$ cat config.mk
export PLATFORM = sky130hd
export DESIGN_NAME = led_round_generator_flat
export DESIGN_NICKNAME = d
export VERILOG_FILES = /design/src/rtl/led_round_if.sv /design/src/rtl/led_round_generator.sv /design/src/flat_wrapper.sv
export SDC_FILE = /design/constraint.sdc
export NUM_CORES = 1
export LEC_CHECK = 0
export CAP_MARGIN = 20
export CORE_ASPECT_RATIO = 0.6
export CORE_MARGIN = 10
export CORE_UTILIZATION = 25
export CTS_CLUSTER_SIZE = 24
export DETAILED_ROUTE_END_ITERATION = 8
export PLACE_DENSITY = 0.5
export REMOVE_ABC_BUFFERS = 1
export SLEW_MARGIN = 20
export SYNTH_ARGS = -nofsm -noshare
export SYNTH_HDL_FRONTEND = slang
export SYNTH_SLANG_ARGS = --single-unit
export TNS_END_PERCENT = 1
$ cat constraint.sdc
create_clock -name clk -period 4.8 [get_ports clk]
set_clock_uncertainty 0.15 [all_clocks]
set_input_delay 1.44 -clock clk [delete_from_list [all_inputs] [get_ports clk]]
set_output_delay 1.44 -clock clk [all_outputs]
set_load 0.02 [all_outputs]
$ cat src/rtl/led_round_if.sv
// led_round_if -- handshake bundle between the game FSM and led_round_generator.
//
// Signals:
//   enable_in          game running (level)
//   new_round_in       one-cycle request for an immediate new target
//   hit_in             one-cycle successful-hit marker
//   leds_out           one-hot target, zero when no round is active
//   timer_expired_out  one-cycle miss pulse
//   round_active_out   high while a round is being timed
//   rounds_out         saturating count of rounds started
//
// Modports: master = game side (drives requests), slave = generator.
interface led_round_if #(
  parameter int NUM_LEDS = 18
);
  logic                enable_in;
  logic                new_round_in;
  logic                hit_in;
  logic [NUM_LEDS-1:0] leds_out;
  logic                timer_expired_out;
  logic                round_active_out;
  logic [15:0]         rounds_out;

  modport master (
    output enable_in, new_round_in, hit_in,
    input  leds_out, timer_expired_out, round_active_out, rounds_out
  );

  modport slave (
    input  enable_in, new_round_in, hit_in,
    output leds_out, timer_expired_out, round_active_out, rounds_out
  );
endinterface

$ cat src/rtl/led_round_generator.sv
// led_round_generator -- picks a pseudo-random one-hot LED target for each
// round of the hit-or-miss game, times the round and emits a one-cycle
// expiry pulse on a miss, followed by a dark gap before the next target.
//
// Ports:
//   clk      system clock
//   reset_n  asynchronous active-low reset
//   bus      led_round_if.slave (enable/new_round/hit in; leds, expiry,
//            round_active, rounds out)
//
// Optional feature: define LED_SEQ_SPEEDUP_EN to let each hit shorten the
// round length by STEP_CYCLES down to MIN_CYCLES. Without it the round
// length is fixed at ROUND_CYCLES and hit_in is ignored.
module led_round_generator #(
  parameter int          NUM_LEDS     = 18,
  parameter int          ROUND_CYCLES = 50_000_000,
  parameter int          MIN_CYCLES   = 12_500_000,
  parameter int          STEP_CYCLES  = 2_500_000,
  parameter int          GAP_CYCLES   = 5_000_000,
  parameter logic [15:0] LFSR_SEED    = 16'hACE1
) (
  input  logic      clk,
  input  logic      reset_n,
  led_round_if.slave bus
);

  localparam int TW = $clog2(ROUND_CYCLES) + 1;
  localparam int GW = $clog2(GAP_CYCLES) + 1;

  localparam logic [15:0]         SEED     = (LFSR_SEED == 16'h0000) ? 16'hACE1 : LFSR_SEED;
  localparam logic [TW-1:0]       LEN_INIT = TW'(ROUND_CYCLES);
  localparam logic [GW-1:0]       GAP_LOAD = GW'(GAP_CYCLES - 1);
  localparam logic [5:0]          IDX_NONE = 6'(NUM_LEDS);
  localparam logic [NUM_LEDS-1:0] LED_ONE  = NUM_LEDS'(1);
  localparam logic [3:0]          MAX_TRY  = 4'd8;

  typedef enum logic [1:0] {IDLE, PICK, ACTIVE, GAP} state_t;

  function automatic logic [15:0] lfsr_step(input logic [15:0] v);
    return v[0] ? ((v >> 1) ^ 16'hB400) : (v >> 1);
  endfunction

  function automatic logic [15:0] sat_inc16(input logic [15:0] v);
    return (v == 16'hFFFF) ? v : v + 16'd1;
  endfunction

  state_t              state, state_nxt;
  logic [15:0]         lfsr;
  logic [NUM_LEDS-1:0] leds, leds_nxt;
  logic                expired, expired_nxt;
  logic                active, active_nxt;
  logic [15:0]         rounds, rounds_nxt;
  logic [5:0]          prev_idx, prev_nxt;
  logic [3:0]          tries, tries_nxt;
  logic [TW-1:0]       timer, timer_nxt;
  logic [GW-1:0]       gap, gap_nxt;
  logic [TW-1:0]       len;

  logic [5:0]          cand;
  logic [5:0]          forced;
  logic [5:0]          pick_idx;
  logic                pick_ok;

`ifdef LED_SEQ_SPEEDUP_EN
  localparam logic [TW-1:0] LEN_MIN  = TW'(MIN_CYCLES);
  localparam logic [TW-1:0] LEN_STEP = TW'(STEP_CYCLES);

  // Shorten by one step but never below the floor; compared one bit wider
  // so neither the sum nor the difference can wrap.
  function automatic logic [TW-1:0] clamp_len(input logic [TW-1:0] v);
    logic [TW:0] lim;
    lim = {1'b0, LEN_MIN} + {1'b0, LEN_STEP};
    return ({1'b0, v} < lim) ? LEN_MIN : (v - LEN_STEP);
  endfunction

  logic [TW-1:0] len_nxt;

  always_ff @(posedge clk or negedge reset_n) begin
    if (!reset_n) begin
      len <= LEN_INIT;
    end else begin
      len <= len_nxt;
    end
  end
`else
  // Speed-up compiled out: round length is a constant and the speed-up
  // parameters and hit_in are intentionally left without a load.
  localparam int UNUSED_SPEED_CFG = MIN_CYCLES + STEP_CYCLES;
  logic unused_hit;
  assign unused_hit = bus.hit_in;
  assign len = LEN_INIT;
`endif

  always_comb begin
    state_nxt   = state;
    leds_nxt    = leds;
    expired_nxt = 1'b0;
    active_nxt  = 1'b0;
    rounds_nxt  = rounds;
    prev_nxt    = prev_idx;
    tries_nxt   = tries;
    timer_nxt   = timer;
    gap_nxt     = gap;
`ifdef LED_SEQ_SPEEDUP_EN
    len_nxt     = len;
`endif
    pick_ok     = 1'b0;
    pick_idx    = '0;
    cand        = {1'b0, lfsr[4:0]};
    // Fallback index after too many rejected candidates; prev_idx may be
    // NUM_LEDS (nothing picked yet), which wraps to 1 here.
    forced      = prev_idx + 6'd1;
    if (forced >= IDX_NONE) forced = forced - IDX_NONE;

    case (state)
      IDLE: begin
        leds_nxt   = '0;
        rounds_nxt = '0;
        tries_nxt  = '0;
`ifdef LED_SEQ_SPEEDUP_EN
        len_nxt    = LEN_INIT;
`endif
        if (bus.enable_in) state_nxt = PICK;
      end

      PICK: begin
        if (tries == MAX_TRY) begin
          pick_ok  = 1'b1;
          pick_idx = forced;
        end else if ((cand < IDX_NONE) && (cand != prev_idx)) begin
          pick_ok  = 1'b1;
          pick_idx = cand;
        end else begin
          tries_nxt = tries + 4'd1;
        end
        if (pick_ok) begin
          leds_nxt   = LED_ONE << pick_idx;
          prev_nxt   = pick_idx;
          timer_nxt  = len - TW'(1);
          rounds_nxt = sat_inc16(rounds);
          active_nxt = 1'b1;
          tries_nxt  = '0;
          state_nxt  = ACTIVE;
        end
      end

      ACTIVE: begin
        active_nxt = 1'b1;
        timer_nxt  = timer - TW'(1);
`ifdef LED_SEQ_SPEEDUP_EN
        // Only len changes here; the running timer keeps the current round.
        if (bus.hit_in) len_nxt = clamp_len(len);
`endif
        if (bus.new_round_in) begin
          leds_nxt   = '0;
          active_nxt = 1'b0;
          tries_nxt  = '0;
          state_nxt  = PICK;
        end else if (timer == '0) begin
          expired_nxt = 1'b1;
          leds_nxt    = '0;
          active_nxt  = 1'b0;
          gap_nxt     = GAP_LOAD;
          state_nxt   = GAP;
        end
      end

      GAP: begin
        leds_nxt = '0;
        gap_nxt  = gap - GW'(1);
        if (gap == '0) begin
          tries_nxt = '0;
          state_nxt = PICK;
        end
      end

      default: state_nxt = IDLE;
    endcase

    // Disable wins over everything, including a same-cycle expiry. The
    // round count and length are cleared on the way in so they read zero
    // / initial in the first IDLE cycle.
    if (!bus.enable_in && (state != IDLE)) begin
      state_nxt   = IDLE;
      leds_nxt    = '0;
      expired_nxt = 1'b0;
      active_nxt  = 1'b0;
      rounds_nxt  = '0;
`ifdef LED_SEQ_SPEEDUP_EN
      len_nxt     = LEN_INIT;
`endif
    end
  end

  // Control and output registers
  always_ff @(posedge clk or negedge reset_n) begin
    if (!reset_n) begin
      state    <= IDLE;
      lfsr     <= SEED;
      leds     <= '0;
      expired  <= 1'b0;
      active   <= 1'b0;
      rounds   <= '0;
      prev_idx <= IDX_NONE;
      tries    <= '0;
    end else begin
      state    <= state_nxt;
      lfsr     <= lfsr_step(lfsr);
      leds     <= leds_nxt;
      expired  <= expired_nxt;
      active   <= active_nxt;
      rounds   <= rounds_nxt;
      prev_idx <= prev_nxt;
      tries    <= tries_nxt;
    end
  end

  // Counters are always loaded before use, so they carry no reset.
  always_ff @(posedge clk) begin
    timer <= timer_nxt;
    gap   <= gap_nxt;
  end

  assign bus.leds_out          = leds;
  assign bus.timer_expired_out = expired;
  assign bus.round_active_out  = active;
  assign bus.rounds_out        = rounds;

endmodule

$ cat src/flat_wrapper.sv
// flat-port wrapper written by rule: the top's interface ports become plain ports
module led_round_generator_flat 
#(
  parameter int          NUM_LEDS     = 18,
  parameter int          ROUND_CYCLES = 50_000_000,
  parameter int          MIN_CYCLES   = 12_500_000,
  parameter int          STEP_CYCLES  = 2_500_000,
  parameter int          GAP_CYCLES   = 5_000_000,
  parameter logic [15:0] LFSR_SEED    = 16'hACE1
)
  (clk, reset_n, bus_enable_in, bus_new_round_in, bus_hit_in, bus_leds_out, bus_timer_expired_out, bus_round_active_out, bus_rounds_out);
  led_round_if #(.NUM_LEDS(NUM_LEDS)) bus_i ();
  input  logic clk;
  input  logic reset_n;
  input wire logic [$bits(bus_i.enable_in)-1:0] bus_enable_in;
  input wire logic [$bits(bus_i.new_round_in)-1:0] bus_new_round_in;
  input wire logic [$bits(bus_i.hit_in)-1:0] bus_hit_in;
  output wire logic [$bits(bus_i.leds_out)-1:0] bus_leds_out;
  output wire logic [$bits(bus_i.timer_expired_out)-1:0] bus_timer_expired_out;
  output wire logic [$bits(bus_i.round_active_out)-1:0] bus_round_active_out;
  output wire logic [$bits(bus_i.rounds_out)-1:0] bus_rounds_out;
  assign bus_i.enable_in = bus_enable_in;
  assign bus_i.new_round_in = bus_new_round_in;
  assign bus_i.hit_in = bus_hit_in;
  assign bus_leds_out = bus_i.leds_out;
  assign bus_timer_expired_out = bus_i.timer_expired_out;
  assign bus_round_active_out = bus_i.round_active_out;
  assign bus_rounds_out = bus_i.rounds_out;
  led_round_generator #(.NUM_LEDS(NUM_LEDS), .ROUND_CYCLES(ROUND_CYCLES), .MIN_CYCLES(MIN_CYCLES), .STEP_CYCLES(STEP_CYCLES), .GAP_CYCLES(GAP_CYCLES), .LFSR_SEED(LFSR_SEED)) u_core (.clk(clk), .reset_n(reset_n), .bus(bus_i));
endmodule
==> Word level (Yosys, flattened, before mapping) <==
Cells that the tools add are included.
{ "totals": {"reg_bits": 115, "in_bits": 5, "output_inout_bits": 36, "wordCells": 100} }
{ "op_classes": {"addsub": 6, "magnitude_cmp": 2, "n_eq_ne": 18, "shift": 1, "mux": 44, "bitwise": 1, "n_reduce_logical": 18} }
{ "ops": {"columns": ["cell", "n"], "rows": [
  ["$mux W18", 4],
  ["$mux W16", 4],
  ["$pmux W18 S3", 1],
  ["$pmux W27 S2", 1],
  ["$mux W24", 2],
  ["$pmux W24 S2", 1],
  ["$pmux W16 S2", 1],
  ["$logic_not A27 Y1", 1],
  ["$mux W27", 1],
  ["$sub A27 B1 Y27 const B", 1],
  ["$logic_not A24 Y1", 1],
  ["$sub A24 B1 Y24 const B", 1],
  ["$mux W4", 5],
  ["$mux W6", 3],
  ["$shl A1 B6 Y18 const A", 1],
  ["$add A16 B1 Y16 const B", 1],
  ["$eq A16 B16 Y1 const B", 1],
  ["$pmux W4 S4", 1],
  ["$mux W2", 6],
  ["$mux W1", 11],
  ["$ne A3 B3 Y1 const B", 3],
  ["$pmux W2 S4", 1],
  ["$reduce_and A4 Y1", 2],
  ["$add A6 B1 Y6 const B", 1],
  ["other kinds (24)", 35]
]} }

==> Logic depth before layout (Yosys ltp) <==
Gate-level depths: netlist of the first run.
{ "depth": {"word_depth": 9, "mapped_depth": 11, "mapped_depth_nobuf": 10} }

==> Worst setup path before layout of the first run <==
Ideal clock, no wire load.
{ "synth_path": {"path_kind": "reg2reg", "from": "register u_core.prev_idx[4]", "to": "register u_core.timer[0], enable pin", "setup_time_ns": 0.597, "arrival_ns": 3.167, "t_required_ns": 4.053, "path_slack_ns": 0.886, "path_stages_with_launch": 9, "n_path_buf": 3, "synth_period_minus_slack_ns": 3.914, "cell_sequence": "dfstp_2 > clkbuf_1 > xor2_1 > nor4_1 > a21boi_0 > o21ai_0 > clkbuf_1 > clkbuf_1 > o21ai_0"} }
{ "synth_via": {"elab_chain_cells": 7} }
{ "synth_lines": {"columns": ["item", "line", "text"], "rows": [
  ["start: declaration", "led_round_generator.sv:53", "logic [5:0] prev_idx, prev_nxt;"],
  ["start signal: assignment", "led_round_generator.sv:213", "prev_idx <= prev_nxt;"],
  ["$ne A5 B6 Y1", "led_round_generator.sv:130", "end else if ((cand < IDX_NONE) && (cand != prev_idx)) begin"],
  ["$logic_and A1 B1 Y1", "led_round_generator.sv:130", null],
  ["$mux W1", "led_round_generator.sv:130", null],
  ["$mux W1", "led_round_generator.sv:127", "if (tries == MAX_TRY) begin"],
  ["$mux W1", "led_round_generator.sv:115", "case (state)"],
  ["$ne A2 B1 Y1 (no source line)", null, null],
  ["$reduce_and A2 Y1 (no source line)", null, null],
  ["end signal: assignment", "led_round_generator.sv:220", "timer <= timer_nxt;"],
  ["end: declaration", "led_round_generator.sv:55", "logic [TW-1:0] timer, timer_nxt;"]
]} }
No other way between the ends. The select of a mux whose other input is x is not followed.
A chain may end at the register's enable or synchronous reset.

==> Final worst setup path of the first run <==
{ "layout_path": {"from": "input port bus_enable_in", "to": "register u_core.rounds[5], in the netlist u_core.bus.rounds_out[5]"} }
{ "layout_via": {"elab_chain_cells": 4, "word_cells_on_any_way": 7, "cone_classes": "eq/ne (2); mux (1); reduce/logical (4)"} }
{ "layout_lines": {"columns": ["item", "line", "text"], "rows": [
  ["start: declaration", "flat_wrapper.sv:15", "input wire logic [$bits(bus_i.enable_in)-1:0] bus_enable_in;"],
  ["$logic_not A1 Y1 (*)", "led_round_generator.sv:183", "if (!bus.enable_in && (state != IDLE)) begin"],
  ["$logic_and A1 B1 Y1 (*)", "led_round_generator.sv:183", null],
  ["$ne A3 B1 Y1 (no source line) (tied with other cells)", null, null],
  ["$reduce_and A3 Y1 (no source line)", null, null],
  ["end signal: assignment", "led_round_generator.sv:212", "rounds <= rounds_nxt;"],
  ["end: declaration", "led_round_generator.sv:52", "logic [15:0] rounds, rounds_nxt;"]
]} }
Every way passes the cells marked *; elsewhere a longest branch is shown, timed or not.

==> flow_summary_export.csv, run 1 <==
group,metric,value,unit
status,status,"finished clean",
synth,synth_area_leader_cell,"edfxtp_1",
route,viasPerCell,4.67,
layout,stdcell_count,945,
placement,placed_area,6690,um^2
synth,synthFlopType,"dfrtp_1",
setup_path,crit_family,"simple AND/OR/NAND/NOR gates",
clocking,cts_buffer_depth,2,
floorplan,die_area,30500,um^2
clocking,ctsResizeCount,0,
setup_path,worst-path-max-fanout,13,
min_path,hp-start,"u_core.lfsr[8]",
layout,fillerInstances,2390,
timing,final-hold-violation-count,0,
synth,synth_edf_count,51,
global_routing,grt_pass1_wl,23500,um
setup_path,critPathKind,"input port to flop",
synth,synthTopCellsByArea,"edfxtp_1 (26%), dfrtp_1 (23%), xnor2_1 (4.7%)",
floorplan,io_pins,41,
clocking,htreeDepth,4,
synth,synth_seq_cells,115,
clocking,clock_latency,420,ps
clocking,clk_transition_reported_paths,60,ps
setup_path,worstPathRequired,4990,ps
global_routing,antenna_found_initial,0,
route,postRouteWirelength,14000,um
route,drt-wirelength-per-cell,14.8,um
global_routing,grt-ovfl-total,0,
power_and_ir_drop,power.density,399,nW/um^2
route,vias,4412,
clocking,cts-hold-fix-buffers,0,
setup_path,path_common_cell,"a21oi_1",
synth,synth_cell_type_count,64,
synth,synth_warnings,0,
layout,num_antenna_cells,0,
timing,slew_viol_final,0,
placement,port_buffers,39,
clocking,cts_inserted_buffers,17,
layout,final_core_util,0.312,
placement,place_hpwl,9760,um
synth,netlist_area,5940,um^2
timing,fin_tns_setup,0,ps
route,drt-initial-drc-count,328,
timing,rsz0062_at_grt,"false",
global_routing,grt_pass1_vias,4404,
layout,design_area,7250,um^2
setup_path,critPathSlowestCell,"clkdlybuf4s50_1",
setup_path,cp.arrival,3770,ps
setup_path,critPathMaxStageDelay,510,ps
global_routing,grt_max_degree,51,
timing,period_minus_slack,3580,ps
synth,netlist_instances,576,
layout,area_growth_syn_to_layout,22.0,%
power_and_ir_drop,max-vdd-ir-drop,0.266,mV
setup_path,rr_startpoint,"u_core.prev_idx[1]",
floorplan,fp.dieH,139,um
timing,setup_viol,0,
placement,placed_cells,913,
flow_run,drv_cap,0,
timing,hold_ws,202,ps
setup_path,crit_start,"bus_enable_in",
synth,seq_area_frac_synth,0.529,
setup_path,start_kind,"input port",
setup_path,endpoint_kind,"flop",
synth,async_flop_share,0.557,
power_and_ir_drop,p_leak,2.54,nW
setup_path,crit_chain,"clkdlybuf4s50_1 -> nor2_1 -> a21oi_1 -> a21o_1 -> or4_1 -> a21oi_1",
min_path,hp-class,"flop to flop",
setup_path,crit_buf_inv,1,
layout,layout-drive-gt1-share,0.111,
floorplan,start_util,0.256,
clocking,cts_sinks,115,
clocking,cts-root-buf,"clkbuf_16",
placement,gp_congestion,0.775,
synth,avgSynthCellArea,10.3,um^2
timing,fin_crit_sh,0.745,
route,firstDrtPassIters,5,
timing,slew_headroom,0.369,
layout,nets,635,
floorplan,core-area,23200,um^2
synth,synth_top_area_frac,0.258,
timing,worst_pin_slew,934,ps
clocking,postCtsSetupRepairBufs,0,
global_routing,track_usage,0.0954,
route,postRouteAntennaNets,0,
clocking,cts_tree,"done",
route,drc,0,
timing,fmax,279,MHz
floorplan,rows,43,
floorplan,die_x,219,um
-- state kept, by name, summed over array words and instances, names as in the netlist --
register                      count
u_core.bus.leds_out              18
u_core.prev_idx                   6
u_core.gap                       24
u_core.bus.rounds_out            16
u_core.state                      2
u_core.timer                     27
u_core.tries                      4
u_core.bus.timer_expired_out      1
u_core.lfsr                      16
u_core.bus.round_active_out       1
-- cells in the final DEF (no fill, tap or decap), types with 5 or more instances in the layout --
master,n
a21oi_1,20
and2_1,5
and3_1,8
buf_4,5
clkbuf_16,17
clkdlybuf4s50_1,38
clkinv_2,5
dfrtp_1,54
dfstp_2,10
edfxtp_1,51
ha_1,13
inv_1,19
nand2_1,72
nand2b_1,8
nand3_1,19
nand3b_1,5
nand4_1,6
nor2_1,47
nor2b_1,5
nor3_1,16
nor4_1,13
o21ai_0,38
o31ai_1,9
or3_1,10
or4_1,7
xnor2_1,32
xor2_1,21
-- routing by layer --
metal,vias to the layer above,part of all wire,track usage
li1,2168,-,-
met1,2179,0.51,0.132
met3,8,0.041,0.0331
met5,-,0,0
met2,57,0.44,0.139
met4,0,0.0082,0.0231
-- synth_stat cells, drive strengths merged (8+ instances only) --
library cell / n
nand2: 72
dfrtp: 54
edfxtp: 51
nor2: 48
o21ai: 41
xnor2: 32
xor2: 21
a21oi: 20
clkbuf: 20
nand3: 20
inv: 19
nor3: 16
nor4: 16
ha: 13
or3: 12
dfstp: 10
or4: 10
o31ai: 9
and3: 8
nand2b: 8
-- cell type report --
cell class / instances / area (um^2) / share of cell area
inverter: 19 / 71.3 / 0.00983
timing repair buffer: 44 / 423 / 0.0583
sequential: 115 / 3150 / 0.434
tap: 315 / 394 / 0.0543
clock buffer: 19 / 443 / 0.0611
multi-input combinational: 420 / 2660 / 0.367
clock inverter: 13 / 113 / 0.0155
-- kinds of logic after synthesis --
| logic type | synth area share |
|---|---|
| and+or+nand+nor | 0.214 |
| DFF | 0.529 |
| AOI/OAI and AO/OA | 0.115 |
| xor gates and xnor gates | 0.0781 |
| buffers and inverters | 0.0272 |
| adders and majority gates | 0.0274 |
| muxes | 0.00969 |
-- through the flow --
| step | total power [mW] | setup WS, ps |
|---|---|---|
| after floorplan | 1.53 | 328 |
| after global placement | 1.70 | 586 |
| after detailed placement | 1.72 | 497 |
| after CTS | 2.92 | 937 |
| after global routing | 3.04 | 1040 |
| final | 2.89 | 1220 |
-- where the power goes --
group / leakage, nW / internal [mW] / switching (mW)
clock network: 0.268 / 0.721 / 0.469
logic: 1.01 / 0.161 / 0.367
registers: 1.26 / 1.12 / 0.0573
total: 2.54 / 2.00 / 0.893
-- worst paths after layout --
path | to | slack, ps | cells past startpoint
worst max register to register | u_core.bus.leds_out[6] | 1260 | 9
worst min-delay path | u_core.lfsr[7] | 200 | 0
worst max-delay path | u_core.bus.rounds_out[5] | 1220 | 6
min in group asynchronous | u_core.bus.leds_out[3] | 770 | 1
worst min register to register | u_core.lfsr[7] | 200 | 0
max in group asynchronous | u_core.tries[3] | 2750 | 2
Power figures use the tool's default switching activity.
==> inputs of run 2 (changes only) <==
--- a/config.mk
+++ b/config.mk
@@ -11,7 +11,7 @@
 export CORE_UTILIZATION = 25
 export CTS_CLUSTER_SIZE = 24
 export DETAILED_ROUTE_END_ITERATION = 8
-export PLACE_DENSITY = 0.5
+export PLACE_DENSITY = 0.52
 export REMOVE_ABC_BUFFERS = 1
 export SLEW_MARGIN = 20
 export SYNTH_ARGS = -nofsm -noshare
==> constraint.sdc (replaced) <==
create_clock -name clk -period 3.1 [get_ports clk]
set_clock_uncertainty 0.15 [all_clocks]
set_input_delay 0.93 -clock clk [delete_from_list [all_inputs] [get_ports clk]]
set_output_delay 0.93 -clock clk [all_outputs]
set_load 0.02 [all_outputs]
==> flow_summary_export.csv, run 2 (synthesis results as in run 1) <==
group,metric,value,unit
setup_path,crit_family,"simple AND/OR/NAND/NOR gates",
global_routing,grt-ovfl-total,0,
clocking,cts_inserted_buffers,17,
setup_path,crit_chain,"or4_4 -> or4_4 -> or4_4 -> o41ai_4 -> nand3_4 -> mux2_4 -> nor2_2",
timing,worst_pin_slew,579,ps
min_path,hp-class,"flop to flop",
clocking,clock_latency,430,ps
floorplan,io_pins,41,
layout,design_area,7800,um^2
layout,largest_reg_flops,27,
placement,gp_congestion,0.839,
placement,placed_cells,969,
global_routing,grt_pass1_vias,4251,
timing,fmax,332,MHz
route,viasPerCell,4.49,
floorplan,start_util,0.256,
setup_path,start_kind,"flop",
setup_path,critPathMaxStageDelay,570,ps
timing,slew_headroom,0.614,
layout,area_growth_syn_to_layout,31.4,%
global_routing,track_usage,0.0995,
power_and_ir_drop,max-vdd-ir-drop,0.435,mV
global_routing,grt_max_degree,44,
setup_path,crit_buf_inv,0,
route,firstDrtPassIters,4,
timing,setup_viol,0,
route,postRouteAntennaNets,0,
floorplan,fp.dieH,139,um
route,vias,4499,
timing,hold_ws,196,ps
setup_path,worst-path-max-fanout,4,
layout,nets,692,
route,drc,0,
clocking,cts_buffer_depth,2,
power_and_ir_drop,p_leak,2.87,nW
timing,worst_slack,91.1,ps
timing,slew_viol_final,0,
floorplan,die_x,219,um
route,drt-initial-drc-count,332,
power_and_ir_drop,power.density,610,nW/um^2
timing,fin_tns_setup,0,ps
floorplan,rows,43,
floorplan,core-area,23200,um^2
layout,final_cell_mix,"nand2_1 (71), buf_4 (60), dfrtp_1 (54)",
clocking,cts-root-buf,"clkbuf_16",
clocking,cts_tree,"done",
flow_run,drv_cap,0,
power_and_ir_drop,power,4.76,mW
global_routing,grt_pass1_wl,23900,um
global_routing,antenna_found_initial,0,
timing,final-hold-violation-count,0,
status,status,"finished clean",
timing,rsz0062_at_grt,"true",
timing,fin_crit_sh,0.971,
setup_path,endpoint_kind,"flop",
floorplan,die_area,30500,um^2
layout,final_common_cell,"nand2_1",
layout,stdcell_count,1002,
clocking,cts_sinks,115,
route,drt-wirelength-per-cell,14.3,um
layout,fillerInstances,2371,
clocking,htreeDepth,4,
clocking,clk_transition_reported_paths,60,ps
setup_path,path_common_cell,"or4_4",
setup_path,cp.arrival,3220,ps
layout,layout-drive-gt1-share,0.201,
placement,port_buffers,39,
placement,dp_worst_setup_slack,-403,ps
placement,place_hpwl,10200,um
route,postRouteWirelength,14400,um
layout,largest-register,"u_core.timer",
layout,final_core_util,0.336,
timing,period_minus_slack,3010,ps
setup_path,worstPathRequired,3310,ps
layout,num_antenna_cells,0,
placement,placed_area,7120,um^2
setup_path,critPathSlowestCell,"or4_4",
setup_path,critPathKind,"flop to flop",
## run 2: report_power, final
part / internal, mW / total [mW] / switching [mW]
clock: 1.24 / 1.95 / 0.709
sequential: 1.73 / 1.81 / 0.0833
combinational: 0.393 / 1.00 / 0.610
## run 2: layer usage
layer / routed length (um) / up-vias / global-route usage
met4: 161 / 0 / 0.0347
met3: 617 / 11 / 0.0348
met5: 0 / - / 0
met1: 8180 / 2138 / 0.152
met2: 5410 / 66 / 0.121
li1: - / 2284 / -
## run 2: layout make-up
class | instances | area (um^2) | share of cell area
flip-flops and latches | 115 | 3150 | 0.403
multi-input cells | 420 | 2730 | 0.350
repair buffers | 101 | 876 | 0.112
clock buffers | 25 | 518 | 0.0664
well taps | 315 | 394 | 0.0505
inverters | 19 | 71.3 | 0.00914
clock inverters | 7 | 68.8 | 0.00882
## run 2: timing repair
action,in CTS,in global routing
pin swaps,4,11
resized for setup,7,17
endpoints found under the setup margin,17,29
buffers inserted,1,0
hold buffers,0,0
## run 2: path summary, 6_finish.rpt
kind,end,depth (start not counted),slack [ps],from
max in group asynchronous,u_core.prev_idx[4],2,1800,reset_n
setup reg to reg,u_core.state[1],7,90,u_core.gap[5]
min in group asynchronous,u_core.lfsr[12],1,330,reset_n
hold / removal,u_core.lfsr[8],0,200,u_core.lfsr[9]
setup / recovery,u_core.state[1],7,90,u_core.gap[5]
hold reg to reg,u_core.lfsr[8],0,200,u_core.lfsr[9]
